## src/rtl/dee_merge.sv

```systemverilog
// Round-robin merge of the two blockD source streams (dee0/dee1) into one
// FIFO-buffered, source-tagged output stream with per-source accept counters.
module dee_merge #(
  parameter int DATA_W = 32,
  parameter int DEPTH  = 4,
  parameter int CNT_W  = 16
) (
  input  logic                       clk,
  input  logic                       rst,
  input  logic                       dee0_vld,
  output logic                       dee0_rdy,
  input  logic [DATA_W-1:0]          dee0_data,
  input  logic                       dee1_vld,
  output logic                       dee1_rdy,
  input  logic [DATA_W-1:0]          dee1_data,
  output logic                       out_vld,
  input  logic                       out_rdy,
  output logic [DATA_W-1:0]          out_data,
  output logic                       out_src,
  input  logic                       cnt_clr,
  output logic [CNT_W-1:0]           cnt0,
  output logic [CNT_W-1:0]           cnt1,
  output logic [$clog2(DEPTH):0]     fill
);

  localparam int AW = (DEPTH > 1) ? $clog2(DEPTH) : 1;
  localparam int FW = $clog2(DEPTH) + 1;

  // Counters wrap naturally; clear wins over a coincident increment.
  function automatic logic [CNT_W-1:0] cnt_next(input logic [CNT_W-1:0] cur,
                                                input logic clr,
                                                input logic inc);
    if (clr)
      return '0;
    else if (inc)
      return cur + CNT_W'(1);
    else
      return cur;
  endfunction

  logic [DATA_W:0]   mem [DEPTH];
  logic [AW-1:0]     wr_ptr;
  logic [AW-1:0]     rd_ptr;
  logic [FW-1:0]     fill_q;
  logic              last_grant;
  logic [CNT_W-1:0]  cnt0_q;
  logic [CNT_W-1:0]  cnt1_q;

  logic              full;
  logic              grant;
  logic              push;
  logic              pop;
  logic [DATA_W-1:0] push_data;

  // Arbitration: contested cycles go to the source not granted last time.
  always_comb begin
    grant = ~last_grant;
    if (dee0_vld && !dee1_vld)
      grant = 1'b0;
    else if (dee1_vld && !dee0_vld)
      grant = 1'b1;
  end

  // Full is from registered occupancy only, so a same-cycle pop never frees a slot.
  assign full      = (fill_q == FW'(DEPTH));
  assign dee0_rdy  = !full && (grant == 1'b0);
  assign dee1_rdy  = !full && (grant == 1'b1);
  assign push      = grant ? (dee1_vld && dee1_rdy) : (dee0_vld && dee0_rdy);
  assign push_data = grant ? dee1_data : dee0_data;
  assign out_vld   = (fill_q != '0);
  assign pop       = out_vld && out_rdy;

  // Storage holds {src, data}; contents are don't-care until written.
  always_ff @(posedge clk) begin
    if (push)
      mem[wr_ptr] <= {grant, push_data};
  end

  always_ff @(posedge clk) begin
    if (rst) begin
      wr_ptr     <= '0;
      rd_ptr     <= '0;
      fill_q     <= '0;
      last_grant <= 1'b1;
      cnt0_q     <= '0;
      cnt1_q     <= '0;
    end else begin
      if (push) begin
        wr_ptr     <= wr_ptr + AW'(1);
        last_grant <= grant;
      end
      if (pop)
        rd_ptr <= rd_ptr + AW'(1);
      if (push && !pop)
        fill_q <= fill_q + FW'(1);
      else if (pop && !push)
        fill_q <= fill_q - FW'(1);
      cnt0_q <= cnt_next(cnt0_q, cnt_clr, push && (grant == 1'b0));
      cnt1_q <= cnt_next(cnt1_q, cnt_clr, push && (grant == 1'b1));
    end
  end

  assign out_data = mem[rd_ptr][DATA_W-1:0];
  assign out_src  = mem[rd_ptr][DATA_W];
  assign fill     = fill_q;
  assign cnt0     = cnt0_q;
  assign cnt1     = cnt1_q;

endmodule

```

## config.mk

```make
export PLATFORM = sky130hd
export DESIGN_NAME = dee_merge
export DESIGN_NICKNAME = d
export VERILOG_FILES = /design/src/rtl/dee_merge.sv
export SDC_FILE = /design/constraint.sdc
export NUM_CORES = 1
export LEC_CHECK = 0
export BUFFER_PORTS_ARGS = -buffer_cell sky130_fd_sc_hd__buf_2
export CORE_MARGIN = 4
export CORE_UTILIZATION = 35
export DETAILED_ROUTE_END_ITERATION = 12
export SLEW_MARGIN = 30
export SYNTH_ARGS = -nofsm -noshare
export SYNTH_HDL_FRONTEND = slang
export SYNTH_SLANG_ARGS = --single-unit
```

## constraint.sdc

```tcl
create_clock -name clk -period 4.7 [get_ports clk]
set_input_delay 0.235 -clock clk [delete_from_list [all_inputs] [get_ports clk]]
set_output_delay 0.235 -clock clk [all_outputs]
set_load 0.01 [all_outputs]
```

* Word-level counts from Yosys, hierarchy flattened
Memory sizes are Yosys's and may differ from the RTL's. A register that Yosys moved wholly into a read port is not among the register bits.
Index checks and enable logic that the tools add are counted.
** Word-level totals
- Flip-flop bits (word level) :: 40
- Logic and storage cells :: 45
- Memories kept :: 1
- Output and inout port bits :: 71
- Bits in writable memories :: 132
** Operators by class
- $add $sub $neg :: 6
- Equal/unequal tests :: 1
- Multiplexer cells :: 10
- Bitwise logic cells :: 2
- Reductions and logical operators :: 19
** Memory list
- mem :: depth 4, width 33, rd ports 1, clocked after Yosys merged registers in 1, write ports 1, line 41 : logic [DATA_W:0] mem [DEPTH];
** Operators with widths (number)
- $add A16 B1 Y16 const B :: 2
- $mux W32 :: 1
- $logic_and A1 B1 Y1 :: 11
- $mux W3 :: 2
- $logic_not A1 Y1 :: 5
- $mux W1 :: 5
- $add A2 B1 Y2 const B :: 2
- $mux W2 :: 2
- $add A3 B1 Y3 const B :: 1
- $eq A3 B3 Y1 const B :: 1
- $reduce_bool A3 Y1 :: 1
- $sub A3 B1 Y3 const B :: 1
- $not A1 Y1 :: 2
- $reduce_bool A2 Y1 :: 1
- $reduce_or A2 Y1 :: 1

* Logic depth before layout (Yosys ltp)
- Word-level depth :: 12
- Depth in mapped cells :: 8

* Worst setup path after synthesis
OpenSTA, ideal clock, no wires.
- Path kind :: register -> register
- Start point :: reg fill_q[0] (netlist: fill[0])
- End point :: reg fill_q[2] (netlist: fill[2])
- Required time :: 4.629 ns
- Path slack :: 2.539 ns
- Cell stages (with the launch flop) :: 9
- Buffers on the path :: 0
- Arrival :: 2.090 ns
- Cell sequence :: dfxtp_1 or3_1 nand2_1 ha_1 inv_1 fa_1 xor2_1 or3_1 a21oi_1
** Between the ends
- Elaborated cells between the ends (all ways) :: 18
** RTL lines
- start: declaration :: line 44 : logic [FW-1:0] fill_q;
- start signal: assignment :: line 95 : fill_q <= fill_q + FW'(1);
- start signal: assignment :: line 97 : fill_q <= fill_q - FW'(1);
- $reduce_bool A3 Y1 * :: line 70 : assign out_vld = (fill_q != '0);
- named net out_vld :: line 16 : output logic out_vld,
- $logic_and A1 B1 Y1 * :: line 71 : assign pop = out_vld && out_rdy;
- $logic_not A1 Y1 :: line 94 : if (push && !pop)
- $logic_and A1 B1 Y1 :: line 94
- $mux W3 / $reduce_bool A2 Y1 (equally long branches)
Mark *: on every way through the listed nets, which the timed path passes. The rest lies on a longest branch. The select of a mux whose other input is x is not followed.
A chain may end at the register's enable or synchronous reset.

* Final worst setup path
- Start point :: reg fill_q[0] (netlist: fill[0])
- End point :: reg fill_q[2] (netlist: fill[2])
** Between the ends
- Cells in the longest elaborated chain, start to end :: 8
- Elaborated cells between the ends (all ways) :: 18
** RTL lines
- $eq A3 B3 Y1 * :: line 65 : assign full = (fill_q == FW'(DEPTH));
- $logic_not A1 Y1 * :: line 66, 67
- $logic_and A1 B1 Y1 (on tied branches) :: line 66, 67
- $logic_and A1 B1 Y1 :: line 68 : assign push = grant ? (dee1_vld && dee1_rdy) : (dee0_vld && dee0_rdy);
- $mux W1 * :: line 68
- named net push :: line 51 : logic push;
- $logic_not A1 Y1 :: line 96 : else if (pop && !push)
- $logic_and A1 B1 Y1 :: line 96
- $reduce_bool A2 Y1 (no source line)
Marked as above.

==> impl_results.md <==
* Outcome: finished, final reports clean
* Top cells by area, synth: edfxtp_1 55%, dfxtp_1 12%, mux4_2 10%, mux2_2 5.0%, xor2_1 1.6%
* Final setup vio count at 0
* DR top layer: met4
* Post-synthesis cell type count at between 40 and 50
* DR DRC count at 0
* Slowest-stage cell, CP: dfxtp_1
* First-pass GRT wire length at 22.0 mm
* DR WL met3 at ~970 um
* Most frequent cell after synthesis: edfxtp_1
* Predominant post-synthesis flop cell: edfxtp_1
* Worst min-delay path category: in -> reg
* Clock Tree Buf Depth at 2
* CTS tree: yes
* Flops & latches, synth at ~170
* Post-DP HPWL at just over 9 mm
* Layout Cells excl Fill at 860
* Post-CTS resize count at 0
* Hold Fails Final Rpt at 0
* Critical Path AT at between 2 and 3 ns
* Worst-Margin Slew at 0.918 ns
* Hold wc startpoint: cnt_clr
* Cell Pwr Density at around 520 nW/um^2
* Synth top area share at 0.554
* Placer Congestion at 0.780
* Worst Path Required at a little over 5 ns
* Placed cell area at ~8100 sq um
* Type of the worst setup path: reg -> reg
* Final slew viol count at 0
* CP startpoint: fill[0]$_SDFFE_PP0P_
* WL met1 at 6.14 mm
* Initial DRC count at 149
* Critical Path Start Type: flop
* Post-synthesis async set-or-reset flop share at 0
* Port Buffers at between 100 and 150
* Hold buffers post-CTS at 0
* Cell Chain, Critical Path: nor3b_1, nor2_1, ha_1, inv_1, fa_1, xor2_1, or3_1, a21oi_1
* Max Fclk at about 430 MHz
* Share of layout cells above drive strength 1 at 0.420
* Synthesized cell area at between 7000 and 8000 sq um
* Total number of yosys warnings at 0
* Commonest cells post-synth: 132 x edfxtp_1, 42 x dfxtp_1, 33 x mux4_2
* DIE AREA at about 23000 sq um
* Routed length per instance at around 16 um
* Antenna viol nets, final at 0
* Crit path largest cell delay at ~0.45 ns
* Post-Syn Instances at roughly 440
* Vias at about 4200
* Sequential cell area at a little under 5000 sq um
* Crit end category: flop
* Average cell area after synthesis at 16.3 sq um
* Met2 wire length at ~7.0 mm
* Crit share post-route at 0.489
* Total CTS buffers at 17
* Root buf cell: clkbuf_16
* Post-Syn Nets at a little over 500
* Worst slew margin at 0.388
* Dpl cells at 828
* Total GRT Usage at 0.127
* Die width at between 150 and 200 um
* Initial DRT Pass Iterations at 4
* Via density at roughly 4.9
* Maximum level of the CTS H-tree at 4
* Multi-input gate area at around 2200 sq um
* Sequential share of the synthesized area at 0.671
* Worst clock skew at about 0.014 ns
* Clock latency on the worst-skew pair at 0.42 ns
* RSZ-0062 raised after global routing: no
* # fillers at 1829
* Initial antenna violation count at 0
* Clock sinks at roughly 170
* Gr ovfl total at 0
* Design area at about 8700 sq um
* Nets at around 660
* Max IR drop VDD at about 0.27 mV
* Vias in the first global route at ~4200
* Worst-path fanout max at 7
* EDFF count, synth at 132
* Area Overhead vs Synth at 21.3%
* Pin count of the biggest net entering global routing at 38
* Worst R2R Start: fill[0]$_SDFFE_PP0P_
* Setup TNS at 0 ns
* Die height at 151 um
* Placeable Area at around 20000 sq um
* Max-cap violations at 0
* Hold slack final at about 0.14 ns
* Final Critical Period at between 2 and 2.5 ns
* Pleak at slightly above 3 nW
* Cell taking the most area after synthesis: edfxtp_1
* Rows at 52
* Initial core utilization at 0.355
* Antenna cells at 0
* Clk slew on worst S/H paths at approximately 0.07 ns
* I/O Pins at roughly 140
* Final WL at 14.2 mm
* Setup Fix Bufs, Post-CTS at 0
state kept, by name, summed over array words and instances (netlist names), named ones only:
register and cells:
cnt1 16, last_grant 1, fill 3, cnt0 16
rd_ptr 2, wr_ptr 2, mem 132
worst max-delay path: cells and delay by family, from the launching register on:
kind                       cells  cell delay [ns]
and+or+nand+nor                3             0.78
adders and majority gates      2             0.63
DFF                            1             0.45
xor gates and xnor gates       1             0.16
AOI/OAI and AO/OA              1             0.14
buffers and inverters          1             0.07
cells in the final DEF, fill, tap and decap left out, types with 3 or more instances in the layout:
master,instances
a21oi_1,21
and2_2,4
and3_1,3
buf_2,140
clkbuf_16,17
dfxtp_1,40
edfxtp_1,132
ha_1,7
inv_1,6
inv_6,4
mux2_2,32
mux2i_1,3
mux4_2,33
nand2_1,13
nand3_1,11
nand4_1,9
nor2_1,22
o21ai_0,12
o31ai_1,8
or3_1,14
or4_1,8
xor2_1,13
power by group:
part	switching [W]	leakage (nW)	internal, W
sequential	0.0000961	1.56	0.00200
clock	0.000583	0.270	0.000742
combinational	0.000626	1.26	0.000507
cell families (layout without fill, tap and decap cells):
family | after synthesis | in the layout | share of synthesized area
flip-flops | 174 | 174 | 0.671
multiplexers | 68 | 68 | 0.158
XOR/XNOR | 15 | 15 | 0.0183
AND/OR/NAND/NOR | 100 | 100 | 0.0814
AO/OA/AOI/OAI | 46 | 46 | 0.0390
adder cells (fa/ha/maj) | 8 | 8 | 0.0150
buffers and inverters | 27 | 179 | 0.0169
metrics by stage:
stage / utilization / total power, W / setup WS, ns
floorplan: - / 0.00287 / 2.54
global placement: 0.402 / 0.00327 / 2.53
detailed placement: 0.402 / 0.00332 / 2.38
CTS: 0.430 / 0.00465 / 2.17
global route: 0.431 / 0.00480 / 2.14
finish: 0.431 / 0.00456 / 2.40
layer usage:
layer	GRT usage	vias up
met2	0.217	118
met5	0	-
met1	0.154	2077
met3	0.0476	5
li1	-	2006
met4	0.0299	0
worst paths after layout:
kind	to	cells after the start	slack [ns]
worst max register to register	fill[2]$_SDFFE_PP0P_	8	2.40
worst min-delay path	cnt1[14]$_SDFFE_PP0P_	3	0.14
worst max-delay path	fill[2]$_SDFFE_PP0P_	8	2.40
worst min register to register	cnt1[15]$_SDFFE_PP0P_	2	0.50
area by class of cell:
class	count	area share
flip-flops and latches	174	0.554
well taps	270	0.0389
clock buffers	19	0.0498
multi-input cells	237	0.259
repair buffers	141	0.0815
inverters	6	0.00259
clock inverters	13	0.0148
(Power assumes the default switching activity.)
